$ cat src/rtl/inst_mem_arbiter_pkg.sv
// Shared bus widths, types and helpers for the instruction-memory arbiter.
// InstAddrBus / InstBus / StallCntBus / ZeroWord live here as typed equivalents.
package inst_mem_arbiter_pkg;

  localparam int INST_ADDR_W = 32;
  localparam int INST_W      = 32;
  localparam int STALL_CNT_W = 16;
  localparam int RUN_CNT_W   = 4;

  typedef logic [INST_ADDR_W-1:0] inst_addr_bus_t;
  typedef logic [INST_W-1:0]      inst_bus_t;
  typedef logic [STALL_CNT_W-1:0] stall_cnt_bus_t;
  typedef logic [RUN_CNT_W-1:0]   run_cnt_t;

  localparam inst_bus_t ZERO_WORD = '0;

  // Who drives the memory port in the current cycle.
  typedef enum logic [1:0] {
    OWN_NONE = 2'd0,
    OWN_CPU  = 2'd1,
    OWN_DBG  = 2'd2
  } owner_e;

  function automatic stall_cnt_bus_t stall_cnt_inc(input stall_cnt_bus_t cnt);
    return (cnt == '1) ? cnt : cnt + stall_cnt_bus_t'(1);
  endfunction

endpackage

$ cat src/rtl/inst_mem_arbiter_if.sv
// Bundle of the CPU fetch port, debug/loader port and memory port around the arbiter.
// The arbiter takes the slave view; the surrounding SOPC (or a bench) takes the master view.
interface inst_mem_arbiter_if;
  import inst_mem_arbiter_pkg::*;

  // CPU fetch side
  logic           cpu_ce_i;
  inst_addr_bus_t cpu_addr_i;
  inst_bus_t      cpu_inst_o;
  logic           cpu_stall_o;

  // Debug / loader side
  logic           dbg_req_i;
  logic           dbg_we_i;
  inst_addr_bus_t dbg_addr_i;
  inst_bus_t      dbg_wdata_i;
  logic           dbg_gnt_o;
  inst_bus_t      dbg_rdata_o;
  logic           dbg_rvalid_o;

  // Memory side
  logic           mem_ce_o;
  logic           mem_we_o;
  inst_addr_bus_t mem_addr_o;
  inst_bus_t      mem_wdata_o;
  inst_bus_t      mem_rdata_i;

  stall_cnt_bus_t stall_cnt_o;

  modport slave (
    input  cpu_ce_i, cpu_addr_i,
    output cpu_inst_o, cpu_stall_o,
    input  dbg_req_i, dbg_we_i, dbg_addr_i, dbg_wdata_i,
    output dbg_gnt_o, dbg_rdata_o, dbg_rvalid_o,
    output mem_ce_o, mem_we_o, mem_addr_o, mem_wdata_o,
    input  mem_rdata_i,
    output stall_cnt_o
  );

  modport master (
    output cpu_ce_i, cpu_addr_i,
    input  cpu_inst_o, cpu_stall_o,
    output dbg_req_i, dbg_we_i, dbg_addr_i, dbg_wdata_i,
    input  dbg_gnt_o, dbg_rdata_o, dbg_rvalid_o,
    input  mem_ce_o, mem_we_o, mem_addr_o, mem_wdata_o,
    output mem_rdata_i,
    input  stall_cnt_o
  );

endinterface

$ cat src/rtl/inst_mem_arbiter.sv
// Shares one instruction memory between the OpenMIPS fetch port and a debug/loader port.
// Debug wins by default; a run counter hands the CPU one cycle after MAX_DBG_RUN contended debug grants.
module inst_mem_arbiter
  import inst_mem_arbiter_pkg::*;
#(
  parameter int MAX_DBG_RUN = 4
) (
  input  logic               clk,
  input  logic               rst,
  inst_mem_arbiter_if.slave  bus
);

  localparam run_cnt_t RUN_LIMIT = run_cnt_t'(MAX_DBG_RUN);

  run_cnt_t       run_cnt;
  stall_cnt_bus_t stall_cnt;
  inst_bus_t      dbg_rdata;
  logic           dbg_rvalid;

  owner_e         owner;
  logic           mem_ce;
  logic           mem_we;
  inst_addr_bus_t mem_addr;
  inst_bus_t      mem_wdata;
  inst_bus_t      cpu_inst;
  logic           cpu_stall;
  logic           dbg_gnt;
  logic           dbg_rd_gnt;

  // Grant decision: the CPU only wins a contended cycle once the debug run is exhausted.
  always_comb begin
    // NOTE: every always_comb output gets a default first so no path can infer a latch.
    owner = OWN_NONE;
    if (!rst) begin
      if (bus.cpu_ce_i && (!bus.dbg_req_i || run_cnt >= RUN_LIMIT)) begin
        owner = OWN_CPU;
      end else if (bus.dbg_req_i) begin
        owner = OWN_DBG;
      end
    end
  end

  // Memory mux and requester-facing outputs; reset forces everything inactive through owner.
  always_comb begin
    mem_ce     = 1'b0;
    mem_we     = 1'b0;
    mem_addr   = '0;
    mem_wdata  = ZERO_WORD;
    cpu_inst   = ZERO_WORD;
    dbg_gnt    = 1'b0;
    unique case (owner)
      OWN_CPU: begin
        mem_ce   = 1'b1;
        mem_addr = bus.cpu_addr_i;
        cpu_inst = bus.mem_rdata_i;
      end
      OWN_DBG: begin
        mem_ce    = 1'b1;
        mem_we    = bus.dbg_we_i;
        mem_addr  = bus.dbg_addr_i;
        mem_wdata = bus.dbg_wdata_i;
        dbg_gnt   = 1'b1;
      end
      default: ;
    endcase
  end

  assign cpu_stall  = !rst && bus.cpu_ce_i && (owner != OWN_CPU);
  assign dbg_rd_gnt = dbg_gnt && !bus.dbg_we_i;

  always_ff @(posedge clk) begin
    // NOTE: sequential state uses non-blocking assignments so every register sees pre-edge values.
    if (rst) begin
      run_cnt    <= '0;
      stall_cnt  <= '0;
      dbg_rdata  <= ZERO_WORD;
      dbg_rvalid <= 1'b0;
    end else begin
      // The run only lengthens while the CPU is actually waiting on it.
      run_cnt <= (dbg_gnt && bus.cpu_ce_i) ? run_cnt + run_cnt_t'(1) : '0;
      if (cpu_stall) begin
        stall_cnt <= stall_cnt_inc(stall_cnt);
      end
      dbg_rvalid <= dbg_rd_gnt;
      if (dbg_rd_gnt) begin
        dbg_rdata <= bus.mem_rdata_i;
      end
    end
  end

  assign bus.mem_ce_o     = mem_ce;
  assign bus.mem_we_o     = mem_we;
  assign bus.mem_addr_o   = mem_addr;
  assign bus.mem_wdata_o  = mem_wdata;
  assign bus.cpu_inst_o   = cpu_inst;
  assign bus.cpu_stall_o  = cpu_stall;
  assign bus.dbg_gnt_o    = dbg_gnt;
  assign bus.dbg_rdata_o  = dbg_rdata;
  assign bus.dbg_rvalid_o = dbg_rvalid;
  assign bus.stall_cnt_o  = stall_cnt;

endmodule
$ cat src/flat_wrapper.sv
// flat-port wrapper written by rule: the top's interface ports become plain ports
module inst_mem_arbiter_flat import inst_mem_arbiter_pkg::*;
#(
  parameter int MAX_DBG_RUN = 4
)
  (clk, rst, bus_cpu_ce_i, bus_cpu_addr_i, bus_cpu_inst_o, bus_cpu_stall_o, bus_dbg_req_i, bus_dbg_we_i, bus_dbg_addr_i, bus_dbg_wdata_i, bus_dbg_gnt_o, bus_dbg_rdata_o, bus_dbg_rvalid_o, bus_mem_ce_o, bus_mem_we_o, bus_mem_addr_o, bus_mem_wdata_o, bus_mem_rdata_i, bus_stall_cnt_o);
  inst_mem_arbiter_if bus_i ();
  input  logic clk;
  input  logic rst;
  input wire logic [$bits(bus_i.cpu_ce_i)-1:0] bus_cpu_ce_i;
  input wire logic [$bits(bus_i.cpu_addr_i)-1:0] bus_cpu_addr_i;
  output wire logic [$bits(bus_i.cpu_inst_o)-1:0] bus_cpu_inst_o;
  output wire logic [$bits(bus_i.cpu_stall_o)-1:0] bus_cpu_stall_o;
  input wire logic [$bits(bus_i.dbg_req_i)-1:0] bus_dbg_req_i;
  input wire logic [$bits(bus_i.dbg_we_i)-1:0] bus_dbg_we_i;
  input wire logic [$bits(bus_i.dbg_addr_i)-1:0] bus_dbg_addr_i;
  input wire logic [$bits(bus_i.dbg_wdata_i)-1:0] bus_dbg_wdata_i;
  output wire logic [$bits(bus_i.dbg_gnt_o)-1:0] bus_dbg_gnt_o;
  output wire logic [$bits(bus_i.dbg_rdata_o)-1:0] bus_dbg_rdata_o;
  output wire logic [$bits(bus_i.dbg_rvalid_o)-1:0] bus_dbg_rvalid_o;
  output wire logic [$bits(bus_i.mem_ce_o)-1:0] bus_mem_ce_o;
  output wire logic [$bits(bus_i.mem_we_o)-1:0] bus_mem_we_o;
  output wire logic [$bits(bus_i.mem_addr_o)-1:0] bus_mem_addr_o;
  output wire logic [$bits(bus_i.mem_wdata_o)-1:0] bus_mem_wdata_o;
  input wire logic [$bits(bus_i.mem_rdata_i)-1:0] bus_mem_rdata_i;
  output wire logic [$bits(bus_i.stall_cnt_o)-1:0] bus_stall_cnt_o;
  assign bus_i.cpu_ce_i = bus_cpu_ce_i;
  assign bus_i.cpu_addr_i = bus_cpu_addr_i;
  assign bus_cpu_inst_o = bus_i.cpu_inst_o;
  assign bus_cpu_stall_o = bus_i.cpu_stall_o;
  assign bus_i.dbg_req_i = bus_dbg_req_i;
  assign bus_i.dbg_we_i = bus_dbg_we_i;
  assign bus_i.dbg_addr_i = bus_dbg_addr_i;
  assign bus_i.dbg_wdata_i = bus_dbg_wdata_i;
  assign bus_dbg_gnt_o = bus_i.dbg_gnt_o;
  assign bus_dbg_rdata_o = bus_i.dbg_rdata_o;
  assign bus_dbg_rvalid_o = bus_i.dbg_rvalid_o;
  assign bus_mem_ce_o = bus_i.mem_ce_o;
  assign bus_mem_we_o = bus_i.mem_we_o;
  assign bus_mem_addr_o = bus_i.mem_addr_o;
  assign bus_mem_wdata_o = bus_i.mem_wdata_o;
  assign bus_i.mem_rdata_i = bus_mem_rdata_i;
  assign bus_stall_cnt_o = bus_i.stall_cnt_o;
  inst_mem_arbiter #(.MAX_DBG_RUN(MAX_DBG_RUN)) u_core (.clk(clk), .rst(rst), .bus(bus_i));
endmodule
$ cat config.mk
export PLATFORM = sky130hd
export DESIGN_NAME = inst_mem_arbiter_flat
export DESIGN_NICKNAME = d
export VERILOG_FILES = /design/src/rtl/inst_mem_arbiter_pkg.sv /design/src/rtl/inst_mem_arbiter_if.sv /design/src/rtl/inst_mem_arbiter.sv /design/src/flat_wrapper.sv
export SDC_FILE = /design/constraint.sdc
export NUM_CORES = 1
export LEC_CHECK = 0
export ABC_AREA = 1
export CAP_MARGIN = 10
export CORE_AREA = 2 2 108 110
export CTS_CLUSTER_SIZE = 8
export DETAILED_ROUTE_END_ITERATION = 8
export DIE_AREA = 0 0 110 112
export DONT_BUFFER_PORTS = 1
export GPL_ROUTABILITY_DRIVEN = 0
export SETUP_SLACK_MARGIN = 0.02
export SYNTH_ARGS = -nofsm -noshare
export SYNTH_HDL_FRONTEND = slang
export SYNTH_SLANG_ARGS = --single-unit
$ cat constraint.sdc
create_clock -name clk -period 2.5 [get_ports clk]
set_input_delay 0.25 -clock clk [delete_from_list [all_inputs] [get_ports clk]]
set_output_delay 0.25 -clock clk [all_outputs]
set_load 0.02 [all_outputs]
==> results of run 1 <==
-- registers in the layout, summed over array words and instances (netlist names) --
register,count
u_core.bus.dbg_rvalid_o,1
u_core.bus.stall_cnt_o,16
u_core.run_cnt,4
u_core.bus.dbg_rdata_o,32
-- repair_timing --
action	CTS	global route
endpoints found under the setup margin	0	1
resized for setup	0	1
hold endpoints to repair	0	0
-- routing by layer --
layer	GRT usage, %	up-vias	part of all wire (%)
met1	20.5	1660	41
met5	0	-	0
met3	4.98	5	10
met2	27.8	173	49
li1	-	1800	-
met4	2.03	0	0.37
-- cell type report --
| type | count | area [um^2] |
|---|---|---|
| tap | 143 | 179 |
| clock inverter | 3 | 46.3 |
| fill | 1242 | 7280 |
| sequential | 53 | 1060 |
| inverter | 89 | 334 |
| multi-input combinational | 414 | 1830 |
| timing repair buffer | 42 | 319 |
| clock buffer | 5 | 125 |
-- worst register-to-register path, delay by kind of cell (launching register included) --
family                     cells  cell delay (ns)
AOI/OAI and AO/OA              1             0.41
adders and majority gates      1             0.27
buffers and inverters          1             0.14
DFF                            1             0.52
and+or+nand+nor                5             0.46
-- path summary, 6_finish.rpt --
check / slack (ns) / endpoint
hold reg to reg: 0.45 / u_core.run_cnt[0]
hold / removal: 0.01 / u_core.bus.stall_cnt_o[4]
setup reg to reg: 0.58 / u_core.bus.stall_cnt_o[1]
setup / recovery: 0.23 / bus_mem_addr_o[14]
-- metrics by stage --
| step | cell area [um^2] | instances | util, % |
|---|---|---|---|
| 2_1_floorplan | 3360 | 588 | - |
| 3_3_place_gp | 3720 | 741 | 33.3 |
| 3_5_place_dp | 3720 | 741 | 33.3 |
| 4_1_cts | 3890 | 749 | 34.8 |
| 5_1_grt | 3890 | 749 | 34.8 |
| 6_report | 3890 | 749 | 34.8 |
-- synthesized netlist by cell type, drive strengths merged --
cell	instances
clkbuf	24
nand3	19
ha	5
xor2	2
buf	8
inv	89
nand2	192
nand3b	2
nand4	6
nor3	1
a21oi	36
nor2	112
xnor2	3
o21ai	35
dfxtp	53
or2	1
-- power breakdown --
| group | switching [mW] | internal [mW] |
|---|---|---|
| combinational | 0.218 | 0.0849 |
| clock | 0.316 | 0.474 |
| sequential | 0.0772 | 0.880 |
| total | 0.612 | 1.44 |
-- logic make-up (layout without fill, tap and decap cells) --
family / Yosys count / after routing / synth area share, %
compound gates: 71 / 71 / 11.0
fa+ha+maj: 5 / 5 / 1.86
xor+xnor: 5 / 5 / 1.30
flops: 53 / 53 / 31.6
buf+inv: 121 / 139 / 14.1
simple gates: 333 / 333 / 40.1
==> results_dict.tcl, run 1 <==
set metrics [dict create \
    dp_hpwl_um 8540 \
    drc_errors 0 \
    status "finished clean" \
    p_leak_nw 2.13 \
    finalPower_mw 2.05 \
    synth.yosys.seq_area_share_pct 31.6 \
    initial_core_util_pct 30.0 \
    synth_top_area_share_pct 31.6 \
    min_delay_path_depth 1 \
    slew_headroom_pct 61.5 \
    totalWireLength_um 11000 \
    holdWs_ns 0.0139 \
    cp.required_ns 2.25 \
    layout.nets 743 \
    yosysUniqueCellTypes 25 \
    fin_worst_skew_ns 0.00640 \
    timing.final.crit_share_pct 90.6 \
    grt_start_max_net_pins 49 \
    hold_violations 0 \
    crit_arrival_ns 2.02 \
    max-vdd-ir-drop_v 0.000266 \
    io_pins 282 \
    drtPass1Iterations 4 \
    cpPeakStageDelay_ns 0.34 \
    syn_inst 588 \
    cts_setup_buffers 0 \
    diodes 0 \
    area_growth_syn_to_layout_pct 16.0 \
    clkTransAtPathRegs_ns 0.07 \
    r2r-start "u_core.bus.stall_cnt_o[1]" \
    p_per_area_mw_per_mm2 527 \
    startpoint_type "flop" \
    path_delay_family "buffers and inverters" \
    dr.first_iter.drc_count 270 \
    pre_cts_ws_ns 0.497 \
    cp_cell_sequence "nor2_1 > nand2_1 > nand2_1 > nand3_1 > inv_1 > ha_1 > buf_4 > nand2_1 > a21oi_1 > buf_4" \
    worst-setup-path-type "flop to primary output" \
    die_h_um 112 \
    track_usage_pct 16.3 \
    setup.worst_path.end_class "primary output" \
    ant_nets 0 \
    syn_area_per_cell_um2 5.71 \
    num_vias 3638 \
    critPathSlowestCell "dfxtp_1" \
    hold_path.class "input pin to flop" \
    fmaxAchievable_ghz 0.441 \
    grt_pass1_wl_um 16100 \
    reg2reg_depth 8 \
    worst_pin_slew_ns 0.577 \
    rsz0062_at_grt "false" \
    clock-sinks 53 \
    cts_buffer_depth 2 \
    drv_cap 0 \
    syn_nets 726 \
    path_common_cell "nand2_1" \
    die_area_mm2 0.0123 \
    core_area_mm2 0.0112 \
    fp-row-count 39 \
    cts_made_buffers 5 \
    startpoint "u_core.run_cnt[2]" \
    ctsHoldBuffers 0 \
    io_buffers 0 \
    cp_num_buf_inv 3 \
    die-width_um 110 \
    worstSkewPairLatency_ns 0.29 \
    min-delay-start "rst" \
    yosysWarnings 0 \
    drive_above_1_share_pct 11.4 \
    gr-total-overflow 0 \
    finalSetupTns_ns 0 \
    clock-root-buffer "clkbuf_16" \
    cp.depth 10 \
    antenna_found_initial 0 \
    layout_setup_ws_ns 0.234 \
    final_cell_mix "nand2_1 (186), nor2_1 (104), inv_1 (88), dfxtp_1 (53), buf_4 (41)" \
    path_max_fanout 33 \
    h-tree-depth 2 \
    synth.area.top_cells "dfxtp_1 (32%), nand2_1 (21%), nor2_1 (12%)" \
    first_global_vias 3338 \
    syn_area_mm2 0.00336 \
    fin_crit_ns 2.27 \
    avgViaCountPerCell 4.86 \
    cts_tree "done" \
    synth_area_leader_cell "dfxtp_1" \
    routedWlPerCell_um 14.7 \
    finalSetupViolCount 0 \
    final_common_cell "nand2_1" \
    ys_ff_latch 53 \
    slew_violations 0 \
]
Note: power is estimated with default switching activity, not from simulation.
==> inputs of run 2 (changes only) <==
- PLACE_DENSITY: not set -> 0.44
==> results_dict.tcl, run 2 (same netlist as run 1, synthesis figures left out) <==
set metrics [dict create \
    fmaxAchievable_ghz 0.439 \
    routedWlPerCell_um 16.2 \
    cts_setup_buffers 0 \
    use_met2_pct 31.0 \
    crit_arrival_ns 2.03 \
    ant_nets 0 \
    final_cell_mix "nand2_1 (186), nor2_1 (104), inv_1 (88), dfxtp_1 (53), buf_4 (44)" \
    avgViaCountPerCell 4.73 \
    area_growth_syn_to_layout_pct 18.9 \
    clock-root-buffer "clkbuf_16" \
    core_area_mm2 0.0112 \
    layout.nets 749 \
    dp_hpwl_um 9570 \
    slew_headroom_pct 62.2 \
    grt-busiest-layer "met2" \
    grt_pass1_wl_um 18000 \
    drc_errors 0 \
    die_h_um 112 \
    status "finished clean" \
    initial_core_util_pct 30.0 \
    path_max_fanout 31 \
    drive_above_1_share_pct 12.1 \
    slew_violations 0 \
    hold_violations 0 \
    fin_worst_skew_ns 0.00436 \
    cp.required_ns 2.25 \
    h-tree-depth 2 \
    hold_path.class "input pin to flop" \
    timing.final.crit_share_pct 91.1 \
    layout_setup_ws_ns 0.223 \
    worst-setup-path-type "flop to primary output" \
    drv_cap 0 \
    diodes 0 \
    fp-row-count 39 \
    gr-total-overflow 0 \
    p_per_area_mw_per_mm2 528 \
    setup.worst_path.end_class "primary output" \
    die-width_um 110 \
    finalSetupTns_ns 0 \
    largest_reg_flops 32 \
    cts_made_buffers 5 \
    clkTransAtPathRegs_ns 0.07 \
    pre_cts_ws_ns 0.454 \
    worst_pin_slew_ns 0.567 \
    num_vias 3568 \
    io_buffers 0 \
    grt_start_max_net_pins 49 \
    first_global_vias 3308 \
    drtPass1Iterations 5 \
    fin_crit_ns 2.28 \
    grt_use_met3_pct 7.61 \
    rsz0062_at_grt "false" \
    startpoint_type "flop" \
    final_common_cell "nand2_1" \
    clock-sinks 53 \
    io_pins 282 \
    max-vdd-ir-drop_v 0.000279 \
    dr.first_iter.drc_count 219 \
    die_area_mm2 0.0123 \
    grt_util_met1_pct 22.2 \
    antenna_found_initial 0 \
    totalWireLength_um 12300 \
    worstSkewPairLatency_ns 0.29 \
    p_leak_nw 2.17 \
    cts_tree "done" \
    finalSetupViolCount 0 \
    cts_buffer_depth 2 \
    track_usage_pct 19.0 \
]
-- run 2: changes by cell type in the layout (fill, tap and decap cells not counted) --
cell | previous run | this run
buf_12 | 0 | 3
buf_6 | 1 | 0
buf_4 | 41 | 44
ha_2 | 1 | 0
ha_4 | 0 | 1
clkbuf_8 | 0 | 1
dlygate4sd3_1 | 0 | 1
clkinv_4 | 1 | 0
-- run 2: cell type report --
cell class	count	area, um^2
Fill cell	1224	7180
Multi-Input combinational cell	414	1840
Sequential cell	53	1060
Timing Repair Buffer	48	400
Inverter	89	334
Tap cell	143	179
Clock buffer	6	139
Clock inverter	2	37.5
-- run 2: per-stage QoR --
step | hold slack [ns] | utilization (%) | area (um^2) | cells | total power, mW
finish | 0.0234 | 35.7 | 3990 | 755 | 2.11
global route | 0.00813 | 35.7 | 3990 | 755 | 2.21
CTS | 0.00315 | 35.4 | 3960 | 754 | 2.13
detailed placement | 0.315 | 33.8 | 3780 | 746 | 1.29
global placement | 0.313 | 33.8 | 3780 | 746 | 1.29
floorplan | 0.312 | - | 3360 | 588 | 1.20
-- run 2: metal layers --
| metal | vias to the layer above | share of wire (%) |
|---|---|---|
| met3 | 18 | 9.9 |
| met2 | 158 | 49 |
| met4 | 0 | 3.3 |
| met5 | - | 0 |
| li1 | 1805 | - |
| met1 | 1587 | 38 |
-- run 2: timing repair --
action	4_1_cts	5_1_grt
gates resized for setup	0	4
endpoints found under the hold margin	0	1
hold buffers	0	1
setup endpoints to repair	0	14
-- run 2: path summary, 6_finish.rpt --
path | startpoint | end | slack, ns | depth (start not counted)
max | u_core.run_cnt[2] | bus_mem_addr_o[22] | 0.22 | 9
min | rst | u_core.bus.stall_cnt_o[3] | 0.02 | 1
max reg2reg | u_core.run_cnt[2] | u_core.bus.dbg_rdata_o[9] | 0.57 | 11
min reg2reg | u_core.run_cnt[0] | u_core.run_cnt[0] | 0.45 | 1
-- run 2: report_power, final --
group | switching, mW | internal [mW] | total (mW)
sequential | 0.0677 | 0.880 | 0.947
combinational | 0.235 | 0.0987 | 0.333
clock | 0.326 | 0.501 | 0.827
total | 0.628 | 1.48 | 2.11
-- run 2: worst max-delay path: stages (launching register included) --
cell and delay (ns):
dfxtp_1 0.37, nor2_1 0.06, nand2_1 0.05, nand2_1 0.05, nor2_1 0.22, ha_4 0.31
buf_12 0.22, nand2_1 0.08, a21oi_1 0.18, buf_4 0.20
==> inputs of run 3 (changes only) <==
- CTS_BUF_LIST: not set -> sky130_fd_sc_hd__clkbuf_8
- CTS_CLUSTER_DIAMETER: not set -> 50
==> results_dict.tcl, run 3 (same netlist as run 1, synthesis figures left out) <==
set metrics [dict create \
    status "finished clean" \
    final_cell_mix "nand2_1 (186), nor2_1 (104), inv_1 (88), dfxtp_1 (53), buf_4 (44)" \
    reg2reg_depth 11 \
    slew_headroom_pct 62.6 \
    num_vias 3576 \
    finalSetupTns_ns 0 \
    crit_arrival_ns 2.05 \
    layout.nets 749 \
    fp-row-count 39 \
    diodes 0 \
    die-width_um 110 \
    cts_buffer_depth 2 \
    track_usage_pct 19.0 \
    max-vdd-ir-drop_v 0.000323 \
    clock-sinks 53 \
    largest_reg_flops 32 \
    p_sw_mw 0.605 \
    power_frac_comb_pct 17.5 \
    p_per_area_mw_per_mm2 485 \
    drc_errors 0 \
    totalWireLength_um 12300 \
    timing.rr.end "u_core.bus.dbg_rdata_o[9]" \
    grt_pass1_wl_um 17900 \
    timing.final.crit_share_pct 91.9 \
    fin_worst_skew_ns 0.00793 \
    worst_pin_slew_ns 0.561 \
    worstSetupEndpoint "bus_mem_addr_o[22]" \
    cts_tree "done" \
    die_h_um 112 \
    dr.first_iter.drc_count 224 \
    p_clk_share_pct 32.9 \
    clkTransAtPathRegs_ns 0.10 \
    power_frac_seq_pct 49.6 \
    avgViaCountPerCell 4.74 \
    routedWlPerCell_um 16.3 \
    h-tree-depth 2 \
    setup.worst_path.end_class "primary output" \
    rsz0062_at_grt "true" \
    hold_path.class "input pin to flop" \
    gr-total-overflow 0 \
    worstSkewPairLatency_ns 0.31 \
    area_growth_syn_to_layout_pct 17.2 \
    fmaxAchievable_ghz 0.435 \
    core_area_mm2 0.0112 \
    dp_cells 746 \
    cp.required_ns 2.25 \
    initial_core_util_pct 30.0 \
    clock-root-buffer "clkbuf_8" \
    drtPass1Iterations 4 \
    die_area_mm2 0.0123 \
    drv_cap 0 \
    slew_violations 0 \
    fill_cells 1225 \
    worst-setup-path-type "flop to primary output" \
    antenna_found_initial 0 \
    finalSetupViolCount 0 \
    final_common_cell "nand2_1" \
    path_max_fanout 31 \
    regArea_mm2 0.00106 \
    ant_nets 0 \
    dp_hpwl_um 9570 \
    startpoint "u_core.run_cnt[2]" \
    startpoint_type "flop" \
    io_buffers 0 \
    fin_crit_ns 2.30 \
    p_leak_nw 2.15 \
    cts_made_buffers 5 \
    reg2reg_setup_slack_ns 0.57 \
    grt_start_max_net_pins 49 \
    hold_violations 0 \
    swShare_pct 31.7 \
    final_cells 755 \
    multi_input_comb_area_mm2 0.00184 \
    drive_above_1_share_pct 12.1 \
    io_pins 282 \
    cell_internal_pwr_mw 1.30 \
    first_global_vias 3315 \
    r2r-start "u_core.run_cnt[2]" \
    cts_setup_buffers 0 \
]
[run 3: final cells by class]
class	count	area share, %
Tap cell	143	4.55
Inverter	89	8.49
Multi-Input combinational cell	414	46.8
Clock inverter	2	0.954
Timing Repair Buffer	48	10.2
Clock buffer	6	2.10
Sequential cell	53	27.0
[run 3: worst min path at each step]
| stage | startpoint | end | slack (ns) | depth (start not counted) |
|---|---|---|---|---|
| after floorplan | rst | u_core.bus.stall_cnt_o[4] | 0.31 | 1 |
| after global placement | rst | u_core.bus.stall_cnt_o[4] | 0.31 | 1 |
| after detailed placement | rst | u_core.bus.stall_cnt_o[4] | 0.31 | 1 |
| after CTS | bus_mem_rdata_i[21] | u_core.bus.dbg_rdata_o[21] | 0.07 | 2 |
| after global routing | bus_mem_rdata_i[13] | u_core.bus.dbg_rdata_o[13] | 0.07 | 2 |
| final | bus_mem_rdata_i[19] | u_core.bus.dbg_rdata_o[19] | 0.08 | 2 |
[run 3: layer usage]
metal  global-route usage, %  vias to the layer above  wire [um]
met5                       0                        -          0
met4                    6.75                        0        401
met3                    7.61                       19       1190
met2                    30.9                      165       5970
met1                    22.3                     1588       4730
li1                        -                     1804          -
[run 3: power groups by stage]
| stage | sequential [mW] | clock (mW) | combinational [mW] |
|---|---|---|---|
| floorplan | 0.968 | 0 | 0.236 |
| global placement | 0.968 | 0 | 0.323 |
| detailed placement | 0.968 | 0 | 0.327 |
| CTS | 0.949 | 0.655 | 0.330 |
| global route | 0.954 | 0.682 | 0.369 |
| finish | 0.947 | 0.628 | 0.334 |
[run 3: worst max-delay path, stage by stage (launching register included)]
cell	delay (ns)
dfxtp_1	0.38
nor2_1	0.06
nand2_1	0.05
nand2_1	0.05
nor2_1	0.22
ha_4	0.31
buf_12	0.21
nand2_1	0.07
a21oi_1	0.18
buf_4	0.20
[run 3: repair_timing]
item | 4_1_cts | 5_1_grt
hold buffers | 1 | 0
endpoints found under the setup margin | 0 | 45
resized for setup | 0 | 4
endpoints found under the hold margin | 3 | 0
[run 3: metrics by stage]
| step | area, um^2 | utilization [%] | total power [mW] | hold WS [ns] | setup WS (ns) |
|---|---|---|---|---|---|
| after floorplan | 3360 | - | 1.20 | 0.312 | 0.434 |
| after global placement | 3780 | 33.8 | 1.29 | 0.313 | 0.501 |
| after detailed placement | 3780 | 33.8 | 1.29 | 0.315 | 0.454 |
| after CTS | 3910 | 35.0 | 1.93 | 0.0657 | 0.0939 |
| after global routing | 3930 | 35.2 | 2.00 | 0.0669 | 0.0127 |
| final | 3930 | 35.2 | 1.91 | 0.0768 | 0.202 |
